--- config.mk ---
export PLATFORM = sky130hd
export DESIGN_NAME = z80_alu16_seq
export DESIGN_NICKNAME = d
export VERILOG_FILES = /design/src/rtl/z80_alu16_seq.sv
export SDC_FILE = /design/constraint.sdc
export NUM_CORES = 1
export LEC_CHECK = 0
export ABC_AREA = 1
export CORE_MARGIN = 5
export CORE_UTILIZATION = 38
export CTS_BUF_LIST = sky130_fd_sc_hd__clkbuf_4
export DETAILED_ROUTE_END_ITERATION = 12
export GPL_TIMING_DRIVEN = 1
export SLEW_MARGIN = 20
export SYNTH_ARGS = -nofsm -noshare
export SYNTH_HDL_FRONTEND = slang
export SYNTH_SLANG_ARGS = --single-unit
--- constraint.sdc ---
create_clock -name clk -period 3.5 [get_ports clk]
set_input_delay 0.7 -clock clk [delete_from_list [all_inputs] [get_ports clk]]
set_output_delay 0.7 -clock clk [all_outputs]
set_load 0.02 [all_outputs]
--- src/rtl/z80_alu16_seq.sv ---
// ---------------------------------------------------------------------------
// z80_alu16_seq
//
// Multi-cycle sequencer for the Z80 16-bit ADD / ADC / SBC on register pairs.
// One 8-bit adder is used twice (low byte, then high byte). The carry is
// chained between the two passes. The operation is then padded so that `done`
// always lands exactly LATENCY clocks after the accepting edge. This matches
// the M-cycle timing of ADD HL/IX/IY,ss, ADC HL,ss and SBC HL,ss.
//
// Parameters
//   LATENCY   clocks from accept to done, legal range 2..15
//
// Ports
//   clk       in   system clock
//   reset     in   synchronous, active-high reset
//   start     in   request, accepted when idle or in the completion cycle
//   op        in   00 ADD, 01 ADC, 10 SBC, 11 illegal
//   operand1  in   destination pair value (HL/IX/IY)
//   operand2  in   source pair value
//   f_in      in   current F, {S,Z,5,H,3,PV,N,C}
//   busy      out  operation in flight
//   done      out  one-cycle completion pulse
//   illegal   out  pulses with done when op=11
//   result    out  16-bit result, held until the next completion
//   f_out     out  new F, held until the next completion
// ---------------------------------------------------------------------------
module z80_alu16_seq #(
  parameter int LATENCY = 7
) (
  input  logic        clk,
  input  logic        reset,
  input  logic        start,
  input  logic [1:0]  op,
  input  logic [15:0] operand1,
  input  logic [15:0] operand2,
  input  logic [7:0]  f_in,
  output logic        busy,
  output logic        done,
  output logic        illegal,
  output logic [15:0] result,
  output logic [7:0]  f_out
);

  typedef enum logic [1:0] {
    IDLE = 2'd0,
    LO   = 2'd1,
    HI   = 2'd2,
    PAD  = 2'd3
  } state_t;

  localparam logic [1:0] OP_ADD = 2'b00;
  localparam logic [1:0] OP_ADC = 2'b01;
  localparam logic [1:0] OP_SBC = 2'b10;
  localparam logic [1:0] OP_ILL = 2'b11;

  // The counter value on the cycle whose closing edge completes the operation.
  localparam logic [3:0] LAT_CNT = 4'(LATENCY);

  // Control state.
  state_t      state_q, state_d;
  logic [3:0]  cnt_q, cnt_d;

  // Operation latched at accept.
  // b holds the effective addend, already inverted for SBC.
  logic [1:0]  op_q, op_d;
  logic [15:0] a_q, a_d;
  logic [15:0] b_q, b_d;
  logic        cin_q, cin_d;
  logic [7:0]  fin_q, fin_d;

  // Results of the low and high adder passes.
  logic [7:0]  lo_q, lo_d;
  logic        c7_q, c7_d;
  logic [7:0]  hi_q, hi_d;
  logic        h_q, h_d;
  logic        c_q, c_d;
  logic        v_q, v_d;

  // Registered outputs.
  logic        busy_q, busy_d;
  logic        done_q, done_d;
  logic        illegal_q, illegal_d;
  logic [15:0] result_q, result_d;
  logic [7:0]  fout_q, fout_d;

  // Shared adder, low pass and high pass.
  logic [8:0]  lo_sum;
  logic [8:0]  hi_sum;
  logic        h_now, c_now, v_now;

  // Final high byte and carries, selected from the live pass or the registered pass.
  logic [7:0]  hi_fin;
  logic        h_fin, c_fin, v_fin;
  logic [15:0] r_fin;
  logic [7:0]  flags_fin;
  logic [15:0] res_fin;
  logic        complete;
  logic        accept;

  always_comb begin
    lo_sum = {1'b0, a_q[7:0]}  + {1'b0, b_q[7:0]}  + {8'd0, cin_q};
    hi_sum = {1'b0, a_q[15:8]} + {1'b0, b_q[15:8]} + {8'd0, c7_q};

    // Carry out of bit 11 is the carry into bit 12.
    // Recover it from the sum bit: s = a ^ b ^ carry_in.
    h_now  = a_q[12] ^ b_q[12] ^ hi_sum[4];
    c_now  = hi_sum[8];
    // Overflow is the carry into bit 15 XOR the carry out of bit 15.
    v_now  = (a_q[15] ^ b_q[15] ^ hi_sum[7]) ^ hi_sum[8];
  end

  always_comb begin
    // With LATENCY=2 the high pass completes on the same edge it is computed.
    // The live adder values must then be used instead of the registered ones.
    if (state_q == HI) begin
      hi_fin = hi_sum[7:0];
      h_fin  = h_now;
      c_fin  = c_now;
      v_fin  = v_now;
    end else begin
      hi_fin = hi_q;
      h_fin  = h_q;
      c_fin  = c_q;
      v_fin  = v_q;
    end
    r_fin = {hi_fin, lo_q};

    res_fin = r_fin;
    case (op_q)
      OP_ADD: flags_fin = {fin_q[7:5], h_fin, fin_q[3:2], 1'b0, c_fin};
      OP_ADC: flags_fin = {r_fin[15], (r_fin == 16'h0000), r_fin[13], h_fin,
                           r_fin[11], v_fin, 1'b0, c_fin};
      // The adder computed a + ~b + ~cin.
      // Its carries are therefore the complement of the borrows.
      OP_SBC: flags_fin = {r_fin[15], (r_fin == 16'h0000), r_fin[13], ~h_fin,
                           r_fin[11], v_fin, 1'b1, ~c_fin};
      default: begin
        flags_fin = fin_q;
        res_fin   = a_q;
      end
    endcase
  end

  always_comb begin
    if (LATENCY == 2) begin
      complete = (state_q == HI);
    end else begin
      complete = (state_q == PAD) && (cnt_q == LAT_CNT);
    end
    // The completion cycle also frees the unit, which allows back-to-back issue.
    accept = start && ((state_q == IDLE) || complete);
  end

  always_comb begin
    state_d   = state_q;
    cnt_d     = cnt_q;
    op_d      = op_q;
    a_d       = a_q;
    b_d       = b_q;
    cin_d     = cin_q;
    fin_d     = fin_q;
    lo_d      = lo_q;
    c7_d      = c7_q;
    hi_d      = hi_q;
    h_d       = h_q;
    c_d       = c_q;
    v_d       = v_q;
    busy_d    = busy_q;
    done_d    = 1'b0;
    illegal_d = 1'b0;
    result_d  = result_q;
    fout_d    = fout_q;

    case (state_q)
      LO: begin
        lo_d    = lo_sum[7:0];
        c7_d    = lo_sum[8];
        cnt_d   = cnt_q + 4'd1;
        state_d = HI;
      end
      HI: begin
        hi_d    = hi_sum[7:0];
        h_d     = h_now;
        c_d     = c_now;
        v_d     = v_now;
        cnt_d   = cnt_q + 4'd1;
        state_d = PAD;
      end
      PAD: begin
        cnt_d   = cnt_q + 4'd1;
      end
      default: ;
    endcase

    if (complete) begin
      done_d    = 1'b1;
      illegal_d = (op_q == OP_ILL);
      result_d  = res_fin;
      fout_d    = flags_fin;
      busy_d    = 1'b0;
      cnt_d     = 4'd0;
      state_d   = IDLE;
    end

    if (accept) begin
      op_d    = op;
      a_d     = operand1;
      b_d     = (op == OP_SBC) ? ~operand2 : operand2;
      case (op)
        OP_ADC:  cin_d = f_in[0];
        OP_SBC:  cin_d = ~f_in[0];
        default: cin_d = 1'b0;
      endcase
      fin_d   = f_in;
      cnt_d   = 4'd1;
      busy_d  = 1'b1;
      state_d = LO;
    end
  end

  always_ff @(posedge clk) begin
    if (reset) begin
      state_q   <= IDLE;
      cnt_q     <= 4'd0;
      op_q      <= OP_ADD;
      a_q       <= 16'h0000;
      b_q       <= 16'h0000;
      cin_q     <= 1'b0;
      fin_q     <= 8'h00;
      lo_q      <= 8'h00;
      c7_q      <= 1'b0;
      hi_q      <= 8'h00;
      h_q       <= 1'b0;
      c_q       <= 1'b0;
      v_q       <= 1'b0;
      busy_q    <= 1'b0;
      done_q    <= 1'b0;
      illegal_q <= 1'b0;
      result_q  <= 16'h0000;
      fout_q    <= 8'h00;
    end else begin
      state_q   <= state_d;
      cnt_q     <= cnt_d;
      op_q      <= op_d;
      a_q       <= a_d;
      b_q       <= b_d;
      cin_q     <= cin_d;
      fin_q     <= fin_d;
      lo_q      <= lo_d;
      c7_q      <= c7_d;
      hi_q      <= hi_d;
      h_q       <= h_d;
      c_q       <= c_d;
      v_q       <= v_d;
      busy_q    <= busy_d;
      done_q    <= done_d;
      illegal_q <= illegal_d;
      result_q  <= result_d;
      fout_q    <= fout_d;
    end
  end

  assign busy    = busy_q;
  assign done    = done_q;
  assign illegal = illegal_q;
  assign result  = result_q;
  assign f_out   = fout_q;

endmodule

* Yosys cells after proc, flatten, opt, wreduce, memory -nomap -nowiden *
Cells that the tools add are included.

word-level totals
  word-level logic and storage cells = 75
  register bits = 96
  output and inout bits = 27
  input port bits = 45

cells by class
  eq/ne operators = 9
  reduce and logical (&&, ||, !) cells = 14
  bitwise operators = 10
  muxes and demuxes = 17
  $add $sub $neg = 5

operators by type and width
  cell                 number
  $mux 16              2
  $pmux 8 s3           1
  $add 8x8->9          2
  $add 9x1->9          2
  $logic_not 16->1     1
  $not 16->16          1
  $mux 1               11
  $eq 2x2->1 const B   5
  $reduce_or 3->1      3
  $mux 8               1
  $eq 2x1->1 const B   3
  $xor 1x1->1          5
  $add 4x1->4 const B  1
  $eq 4x3->1 const B   1
  $logic_not 2->1      2
  $not 1->1            4
  $pmux 2 s2           1
  $reduce_bool 2->1    2
  $reduce_bool 4->1    1
  $reduce_bool 3->1    1
  $logic_and 1x1->1    2
  $pmux 1 s2           1
  $reduce_or 2->1      1
  $logic_or 1x1->1     1

* Logic depth before layout (Yosys ltp) *
  depth after elaboration = 6
  depth in mapped cells = 15
  depth with buffers taken out = 15

* Worst setup path before layout *
No wires, ideal clock.

  kind = register to register
  start = register a_q[8]
  end = register fout_q[6] (netlist: f_out[6])
  stages on the path, launching flop included = 15
  data required time = 3.388 ns
  slack = 1.524 ns
  clock period less this slack = 1.976 ns
  arrival time = 1.864 ns
  setup time = 0.112 ns
  path buffers = 0
  cell sequence = dfxtp_1 > fa_1 > fa_1 > nand2_1 > nand2_2 > nand3_1 > nand2_1 > nand2_1 > nand3_1 > nand2_1 > nor2_1 > nand2_1 > nand2_1 > nand2_1 > nand2_1

on the way
  word-level cells in the longest chain between the ends = 5

ends and longest elaborated chain
  what                      line      text
  start: declaration        66        logic [15:0] a_q, a_d;
  start signal: assignment  226       a_q <= 16'h0000;
  start signal: assignment  245       a_q <= a_d;
  $add 8x8->9               102       hi_sum = {1'b0, a_q[15:8]} + {1'b0, b_q[15:8]} + {8'd0, c7_q};
  $add 9x1->9               102
  $mux 8                    115       if (state_q == HI) begin
  $logic_not 16->1          131, 135
  $pmux 8 s3                129       case (op_q)
  end signal: assignment    259       fout_q <= fout_d;
  end: declaration          84        logic [7:0] fout_q, fout_d;

No other way between the ends.
A chain may end at the register's enable or synchronous reset.

* Worst setup path in the final report *
Same ends and word-level chain as after synthesis.

==> summary by stage <==
Routing
The detailed router finished its first iteration with approximately 200 violations. The DRC violation count after routing is 0. For this block, the routed nets add up to around 11 mm of wire.

The post-route antenna net violation count is 0. The detail-routed net length per standard cell is approximately 14 um. Using the TritonRoute via totals, the vias-per-cell ratio works out to around 5.

The first-pass iteration count of the detailed router is 4. Summing over every cut layer, the via total after detailed routing is around 4,000.

Power
Across the VDD grid, the largest voltage drop is ~180 uV. The power consumption is 0.00276 W. The power density over the cells is approximately 500 nW/um^2. The static power due to leakage is approximately 2.4 nW.

STA
The worst path in the final design needs a cycle of between 2000 and 2500 ps, including I/O delays and setup. Across the routed clock network, the largest skew measured is ~15 ps. The aggregate negative setup slack is 0 ps. The highest clock frequency the design can meet is around 450 MHz. The max-slew violation count is 0. The pin slew with the least headroom to its limit is 846 ps. The number of failing hold endpoints at the final stage is 0. In this run the tightest slew margin relative to its limit is between 40% and 50%. The setup-violating endpoint count in the final report is 0. Setup repair after global routing left no endpoint under its margin.

After layout, the worst path uses 63.5% of the clock period. Across all hold checks on the routed design, the worst slack comes to between 400 and 500 ps.

Finish
The number of diodes added for antenna fixing is 0. The final standard cell utilization of the core is between 40% and 50%. The count of filler cells inserted in the layout is 1,221. The fraction of layout instances using a drive strength above 1 is between 7 and 8%. The multi-input logic area is ~2200 sq um. The count of cells in the finished layout, fillers not included, comes to between 800 and 900. For this run, the post-layout net count is 730.

The area occupied by registers is just under 2000 sq um. The layout overhead on the synthesized area is 20.8%.

Yosys
By area, the combinational part of the netlist is dominated by simple AND/OR/NAND/NOR gates. The arithmetic-cell share of the synthesized area counting full adders, half adders and majority gates is around 7.5%. The cell type with the largest total area after synthesis is sky130_fd_sc_hd__dfxtp_1. Of the total synthesized cell area, the portion taken by AND, OR, NAND and NOR gates is approximately a fifth. The flop and latch count out of synthesis is 96. The xor/xnor cell area share of the yosys netlist is between 4 and 5%.

Counting flops with a built-in enable in the synthesized netlist gives 0. The post-synthesis compound-gate area fraction is about 18%. Sorting the synthesized cells by how often they occur yields 107 x sky130_fd_sc_hd__nand2_1, 96 x sky130_fd_sc_hd__dfxtp_1, 71 x sky130_fd_sc_hd__o21ai_0.

Summed over its instances, the top area cell type makes up ~42% of the synthesized netlist area. The average cell area after synthesis is roughly 7.7 sq um. For this run, the leading register cell type out of synthesis is sky130_fd_sc_hd__dfxtp_1. Summing the sequential cell areas from Yosys gives 42.3% of the chip area.

The number of synthesis warnings is 0. After synthesis, the cell types taking the most area are sky130_fd_sc_hd__dfxtp_1 42%, sky130_fd_sc_hd__nand2_1 8.8%, sky130_fd_sc_hd__o21ai_0 7.8%, sky130_fd_sc_hd__a21oi_1 5.8%, sky130_fd_sc_hd__ha_1 5.8%. Multiplexer cells account for 0% of the synthesized area. The count of cell types in the netlist is 38.

Of all flip-flops after synthesis, the portion carrying an async set or reset was 0%. Yosys instantiated no cell more often than sky130_fd_sc_hd__nand2_1. Counting every net in the synthesized netlist gives 664. After synthesis the cells add up to 4550 sq um. The post-synthesis cell count is 594.

Outcome
The run finished with clean final reports.

Worst setup path
The worst setup path is captured at a register. In this run the register-to-register setup slack is around 1300 ps. The data required time at the worst endpoint is just under 4000 ps. The critical path is of the reg -> reg type. The worst setup path is launched from a register. Data arrives at the worst endpoint at 2620 ps. In this run the worst path has a maximum fanout of 3.

Clock tree
The later pin in the worst-skew pair is clocked with a latency of around 430 ps. Post-CTS timing repair inserted 0 buffers for setup. The number of cells upsized or downsized after cts is 0.

Clock-pin slew was measured on the worst setup and hold paths at roughly 150 ps. CTS saw 96 sinks. The CTS buffer count is 9. The post-cts hold buffer count is 0.

Clock tree synthesis selected as its root buffer the cell sky130_fd_sc_hd__clkbuf_4. The clock tree from TritonCTS is yes. The buffer depth of the longest clock path is 2. The total number of H-tree levels is 3.

Global route
The first-pass GRT wire length is 18.8 mm. The number of global-route vias before repair was 3,995. The total routing usage reported by global routing is between 15 and 20%.

Global routing finished with a remaining overflow of 0. The number of antenna violations at the first check in global routing is 0. The maximum number of pins on one net before global-route repair is 44.

Place
The number of instances in the placed design is between 700 and 800. The final RePlAce weighted congestion is roughly 0.83. The number of I/O port buffers is 71. Detailed placement finished with a half-perimeter wire length of 8.42 mm.

Floorplanning
The overall die height is 119 um. 72 I/O pins were placed. In this run the core area contains 40 standard-cell rows. The die covers ~14,000 sq um. The initial core utilization is about two fifths. The core region is 11,900 sq um. From left edge to right edge, the die measures approximately 120 um.

Min path
The type of the worst min-delay path is reg -> reg.

Flow run
The tool flagged a number of max-cap violations equal to 0.
==> state kept, by name, summed over array words and instances, names as in the netlist, 2 cells and up <==
signal   count
fin_q        8
f_out        8
cnt_q        4
hi_q         8
op_q         2
b_q         16
result      16
a_q         16
state_q      2
lo_q         8
==> layout make-up <==
class                   count  area share, %
clock inverters             7          0.888
flip-flops and latches     96           35.0
multi-input cells         406           40.9
repair buffers             79           14.0
well taps                 147           3.35
clock buffers               9           1.23
inverters                  68           4.64
==> where the power goes <==
group          leakage, nW  switching [W]  internal (W)
clock network       0.0656       0.000373      0.000146
logic                 1.50       0.000552      0.000340
registers            0.786      0.0000958       0.00125
==> cells in the final DEF (no fill, tap or decap), types with 4 or more instances in the layout <==
master / count
sky130_fd_sc_hd__nor2_1: 59
sky130_fd_sc_hd__a21oi_1: 53
sky130_fd_sc_hd__nand2_1: 107
sky130_fd_sc_hd__dfxtp_1: 96
sky130_fd_sc_hd__inv_2: 8
sky130_fd_sc_hd__clkbuf_4: 9
sky130_fd_sc_hd__ha_1: 21
sky130_fd_sc_hd__clkdlybuf4s50_1: 71
sky130_fd_sc_hd__inv_1: 60
sky130_fd_sc_hd__xor2_1: 19
sky130_fd_sc_hd__fa_1: 4
sky130_fd_sc_hd__nand2_2: 4
sky130_fd_sc_hd__nand3_1: 23
sky130_fd_sc_hd__buf_4: 8
sky130_fd_sc_hd__o21ai_0: 71
sky130_fd_sc_hd__o211ai_1: 7
sky130_fd_sc_hd__o221ai_1: 8
==> stage by stage <==
| step | worst slack, ps | cell area, sq um |
|---|---|---|
| floorplan | 1520 | 4550 |
| global placement | 1180 | 5380 |
| detailed placement | 1160 | 5380 |
| CTS | 1270 | 5500 |
| global route | 1020 | 5500 |
| finish | 1280 | 5500 |
==> routing by layer <==
| layer | GRT usage, % | part of all wire (%) |
|---|---|---|
| met1 | 19.1 | 44 |
| met2 | 29.4 | 50 |
| met3 | 3.85 | 5.0 |
| met4 | 3.79 | 1.3 |
| met5 | 0 | 0 |
==> cells by family (layout without fill, tap and decap cells) <==
| logic type | after synthesis | in the layout |
|---|---|---|
| AO/OA/AOI/OAI | 149 | 149 |
| flip-flops | 96 | 96 |
| buffers and inverters | 92 | 163 |
| AND/OR/NAND/NOR | 211 | 211 |
| adder cells (fa/ha/maj) | 25 | 25 |
| XOR/XNOR | 21 | 21 |
==> worst max-delay path, cell delays in order, from the launching register on <==
cell                      delay [ps]
sky130_fd_sc_hd__dfxtp_1         350
sky130_fd_sc_hd__fa_1            490
sky130_fd_sc_hd__fa_1            400
sky130_fd_sc_hd__inv_1            60
sky130_fd_sc_hd__nand2_1          50
sky130_fd_sc_hd__nand2_1          70
sky130_fd_sc_hd__nand2_1          70
sky130_fd_sc_hd__nand2_1         120
sky130_fd_sc_hd__nand3_1         110
sky130_fd_sc_hd__nor2_1          120
sky130_fd_sc_hd__nand2_1          60
sky130_fd_sc_hd__nor2_1          110
sky130_fd_sc_hd__nand2_1          50
sky130_fd_sc_hd__nand2_1          50
sky130_fd_sc_hd__nand2_1          40
sky130_fd_sc_hd__nand2_1          50
==> worst paths after layout <==
check	from	end	cells past startpoint
worst max-delay path	a_q[8]	f_out[6]	15
worst min-delay path	f_out[3]	f_out[3]	2
worst max register to register	a_q[8]	f_out[6]	15
worst min register to register	f_out[3]	f_out[3]	2
Power figures use the tool's default switching activity.
==> RTL change 1, RTL diff (same flow settings) <==
Register the output `f_out` once more, without a reset; this adds one clock of latency there. The other outputs are not delayed to match.
--- a/src/rtl/z80_alu16_seq.sv
+++ b/src/rtl/z80_alu16_seq.sv
@@ -266,3 +266,5 @@
   assign result  = result_q;
-  assign f_out   = fout_q;
+  always_ff @(posedge clk) begin
+    f_out <= fout_q;
+  end
 
Formal check against the unedited RTL: not equivalent (a bounded check fails within 10 cycles, from zero or initial values and one cycle with reset high).
==> RTL change 1 against the original RTL <==
Count of clock-buffer cells in the layout up 2; maximum frequency down 2.3%; critical path depth down 1; power up 5.8%; cell count up 4.3%; cell area up 4.2%; setup slack worse by 0.052 ns; synthesized area up 5.5%; routed wire length up 7.0%; die area up 5.0%; combinational power up 2.6%; sequential cell count up 8; critical path type unchanged; critical endpoint is now fout_q[6]; largest cell class unchanged; highest routed layer unchanged.
==> RTL change 1: results (changes against the original RTL) <==
worst_hold_path:
  hold_path_end: "f_out[1]"  # was f_out[3]
  whs_path_depth: 0  # was 2
  worstHoldStart: "fout_q[1]"  # was f_out[3]
drt:
  met1_length_microns: 5500  # was 4864 microns
  wl_met2_microns: 5465  # was 5495 microns
  dr.pass1.iters: 5  # was 4
  drt_iter0_drc: 245  # was 199
  totalWireLength_microns: 11820  # was 11050 microns
  wire_per_inst_microns: 13.96  # was 13.61 microns
  met3RoutedLength_microns: 613  # was 548 microns
  vias: 4061  # was 3971
placement:
  hpwl_microns: 8835  # was 8421 microns
  place_inst: 831  # was 796
  pre_cts_slack_ns: 0.9751  # was 1.163 ns
global_routing:
  grtUsageMet2_pct: 26.73  # was 29.39%
  grt_start_max_net_pins: 49  # was 44
  antenna_found_initial: 1  # was 0
  grt_use_total_pct: 16.49  # was 16.14%
  use_met3_pct: 3.548  # was 3.846%
  grt_pass1_vias: 3992  # was 3995
synthesis:
  syn_inst: 606  # was 594
  synth_xor_area_share_pct: 3.833  # was 4.044%
  synth_nets: 676  # was 664
  ys_types: 42  # was 38
  ys_seq_area_share_pct: 43.39  # was 42.26%
  yosys-top-cells-area: "dfxtp_1 43%, nand2_1 8.1%, o21ai_0 7.3%"  # was dfxtp_1 42%, nand2_1 8.8%, o21ai_0 7.8%
  synthAdderAreaFrac_pct: 7.145  # was 7.538%
  synth_common_cells: "104 x dfxtp_1, 103 x nand2_1, 70 x o21ai_0"  # was 107 x nand2_1, 96 x dfxtp_1, 71 x o21ai_0
final_layout:
  buf_share_pct: 13.07  # was 14.03%
  buffers_excl_clock: 76  # was 79
  seq_cell_count: 104  # was 96
  ff_latch_area_sq_mm: 0.002082  # was 0.001922 sq mm
  fin_nets: 740  # was 730
  multi_input_area_share_pct: 40.66  # was 40.89%
  drive_above_1_share_pct: 8.902  # was 7.068%
  final-clk-cell-share_pct: 1.967  # was 2.117%
  fillers: 1304  # was 1221
  multi_input_cells: 416  # was 406
critical_path:
  crit_arrival_ns: 2.67  # was 2.62 ns
  worstRegToRegCells: 14  # was 15
  rrSetupSlack_ns: 1.22  # was 1.28 ns
  critPathCapture: "fout_q[6]"  # was f_out[6]
  worstPathMaxFanout: 4  # was 3
sta:
  fin_crit_ns: 2.275  # was 2.223 ns
  holdWs_ns: 0.3729  # was 0.4677 ns
  tightest_slew_ns: 0.7516  # was 0.8465 ns
  finClkSkew_ns: 0.02071  # was 0.01543 ns
run_status:
  run_status: "finished, final reports clean"  # unchanged
clock_tree:
  clk_latency_ns: 0.47  # was 0.43 ns
floorplan:
  dieArea_sq_mm: 0.01497  # was 0.01426 sq mm
power_and_ir_drop:
  p_leak_nw: 2.447  # was 2.352 nW
RTL change 1: cell types whose count changed after synthesis, sizes merged:
cell and delta:
dfxtp +8, o21ai -2, o221ai -5, inv -6, clkinv +1, nor2 +10
o211ai +6, buf -1, nand2 +7, a21oi -6
RTL change 1: where the power goes:
| part | leakage, nW | total [mW] | switching, mW | internal, mW |
|---|---|---|---|---|
| clock network | 0.0633 | 0.557 | 0.395 | 0.162 |
| logic | 1.53 | 0.915 | 0.567 | 0.348 |
| registers | 0.851 | 1.45 | 0.106 | 1.34 |
RTL change 1: kinds of logic after synthesis:
| group | count (synthesis) |
|---|---|
| xor+xnor | 21 |
| buf+inv | 86 |
| compound gates | 142 |
| flops | 104 |
| simple gates | 228 |
| fa+ha+maj | 25 |
RTL change 1: worst reg2reg max path, delay by kind of cell, from the launching register on:
| kind | cells | cell delay (ns) |
|---|---|---|
| DFF | 1 | 0.37 |
| adders and majority gates | 2 | 0.92 |
| and+or+nand+nor | 12 | 0.92 |
==> RTL change 2, RTL diff (same flow settings) <==
Made on the original files. The parameter `LATENCY` goes from 7 to 3.
--- a/src/rtl/z80_alu16_seq.sv
+++ b/src/rtl/z80_alu16_seq.sv
@@ -27,3 +27,3 @@
 module z80_alu16_seq #(
-  parameter int LATENCY = 7
+  parameter int LATENCY = 3
 ) (
Check against the original RTL: not equivalent (a bounded check fails within 10 cycles, from zero or initial values and one cycle with reset high).
==> RTL change 2 against the original RTL <==
Routed wire length about the same; sequential share of layout area increased by 0.21 points; combinational power increased by 2%; synthesized area decreased by 0.52%; setup slack got worse by 0.18 ns; cell area decreased by 0.59%; sequential cell count unchanged; power increased by 3.3%; critical path depth decreased by 8; die area decreased by 0.48%; core utilization increased by 0.91 points; critical path type unchanged; largest cell class unchanged.
==> RTL change 2: results (changes against the original RTL) <==
drt:
  vias: 3954  # was 3971
  drt_iter0_drc: 162  # was 199
  dr.pass1.iters: 5  # was 4
  wire_per_inst_microns: 13.89  # was 13.61 microns
clock_tree:
  clk_pin_slew_ns: 0.18  # was 0.15 ns
  clk_latency_ns: 0.46  # was 0.43 ns
sta:
  maxSlewHeadroom_pct: 50.93  # was 43.36%
  finClkSkew_ns: 0.03245  # was 0.01543 ns
power_and_ir_drop:
  vdd_drop_max_mv: 0.2260  # was 0.1832 mV
  p_leak_nw: 2.346  # was 2.352 nW
placement:
  globalplace.congestion: 0.8523  # was 0.8343
  hpwl_microns: 8289  # was 8421 microns
  dpl_cell_area_sq_mm: 0.005325  # was 0.005379 sq mm
run_status:
  run_status: "finished, final reports clean"  # unchanged
synthesis:
  synth_nets: 654  # was 664
  synth_common_cells: "96 x dfxtp_1, 91 x nand2_1, 76 x o21ai_0"  # was 107 x nand2_1, 96 x dfxtp_1, 71 x o21ai_0
  ys_types: 36  # was 38
  ys_seq_area_share_pct: 42.48  # was 42.26%
critical_path:
  worstRegToRegCells: 7  # was 15
  r2r-end: "b_q[14]"  # was f_out[6]
  worstPathMaxFanout: 40  # was 3
  cpPeakStageDelay_ns: 0.56  # was 0.49 ns
  rrSetupSlack_ns: 1.10  # was 1.28 ns
  crit_arrival_ns: 2.71  # was 2.62 ns
  reg2reg_from: "cnt_q[0]"  # was a_q[8]
final_layout:
  drive_above_1_share_pct: 6.135  # was 7.068%
  final_util_pct: 47.24  # was 46.33%
  fin_nets: 716  # was 730
  fillers: 1170  # was 1221
global_routing:
  grt_pass1_wl_microns: 18500  # was 18800 microns
  grt_use_total_pct: 16.06  # was 16.14%
  antenna_found_initial: 0  # unchanged
  grt_start_max_net_pins: 41  # was 44
worst_hold_path:
  hold_path_end: "f_out[2]"  # was f_out[3]
  worstHoldStart: "f_out[2]"  # was f_out[3]
flow_run:
  maxCapViolCount: 0  # unchanged
==> RTL change 2: changes by cell type after synthesis, sizes merged, moves of 2 or more <==
cell and change:
buf +3, o21ai +5, clkbuf -2, o221ai -2, nand3 +2, a21oi +5, nand4 +2, xor2 +3
o211ai -4, a22oi +5, nor2 -3, nand2 -19
==> RTL change 2: logic make-up after synthesis <==
| logic type | Yosys count | share of synthesized area (%) |
|---|---|---|
| buffers and inverters | 94 | 8.905 |
| flip-flops | 96 | 42.48 |
| adder cells (fa/ha/maj) | 24 | 7.301 |
| AND/OR/NAND/NOR | 191 | 18.03 |
| AO/OA/AOI/OAI | 157 | 18.83 |
| XOR/XNOR | 23 | 4.452 |
==> RTL change 2: where the power goes <==
| group | switching [mW] | total (mW) | internal, mW |
|---|---|---|---|
| Combinational | 0.570 | 0.908 | 0.339 |
| Sequential | 0.100 | 1.36 | 1.26 |
| Clock | 0.419 | 0.583 | 0.165 |
| Total | 1.09 | 2.85 | 1.76 |
==> RTL change 2: layer usage <==
layer  global-route usage (%)  share of wire [%]
met2                    28.19                 49
met1                    19.66                 46
met4                    4.779                1.2
met3                    3.602                3.7
met5                        0                  0
==> RTL change 2: per-stage QoR <==
stage | worst slack, ns | instances | hold slack [ns] | power, mW
after global routing | 0.8648 | 795 | 0.4931 | 3.085
final | 1.101 | 795 | 0.4640 | 2.848
after CTS | 1.049 | 795 | 0.4681 | 2.871
after detailed placement | 1.012 | 779 | 0.4423 | 2.296
after global placement | 1.116 | 779 | 0.4393 | 2.275
after floorplan | 1.504 | 585 | 0.4206 | 2.041
==> RTL change 2: how the worst max path moves through the flow <==
stage,startpoint,slack [ns],end
final,cnt_q[0],1.10,b_q[14]
after floorplan,a_q[8],1.50,f_out[6]
after detailed placement,start,1.01,b_q[14]
after CTS,cnt_q[0],1.05,b_q[14]
after global placement,reset,1.12,result[11]
after global routing,cnt_q[0],0.86,b_q[14]
==> RTL change 2: critical path: cells and delay by family, from the launching register on <==
family	cells	cell delay, ns
flip-flops	1	0.38
buffers and inverters	2	0.56
AO/OA/AOI/OAI	3	0.93
adder cells (fa/ha/maj)	1	0.24
AND/OR/NAND/NOR	1	0.13
==> RTL change 2: area by class of cell <==
type / instances / share of cell area [%]
inverters: 69 / 4.833
clock inverters: 7 / 1.283
well taps: 143 / 3.275
repair buffers: 76 / 13.93
flip-flops and latches: 96 / 35.18
clock buffers: 9 / 1.237
multi-input cells: 395 / 40.27
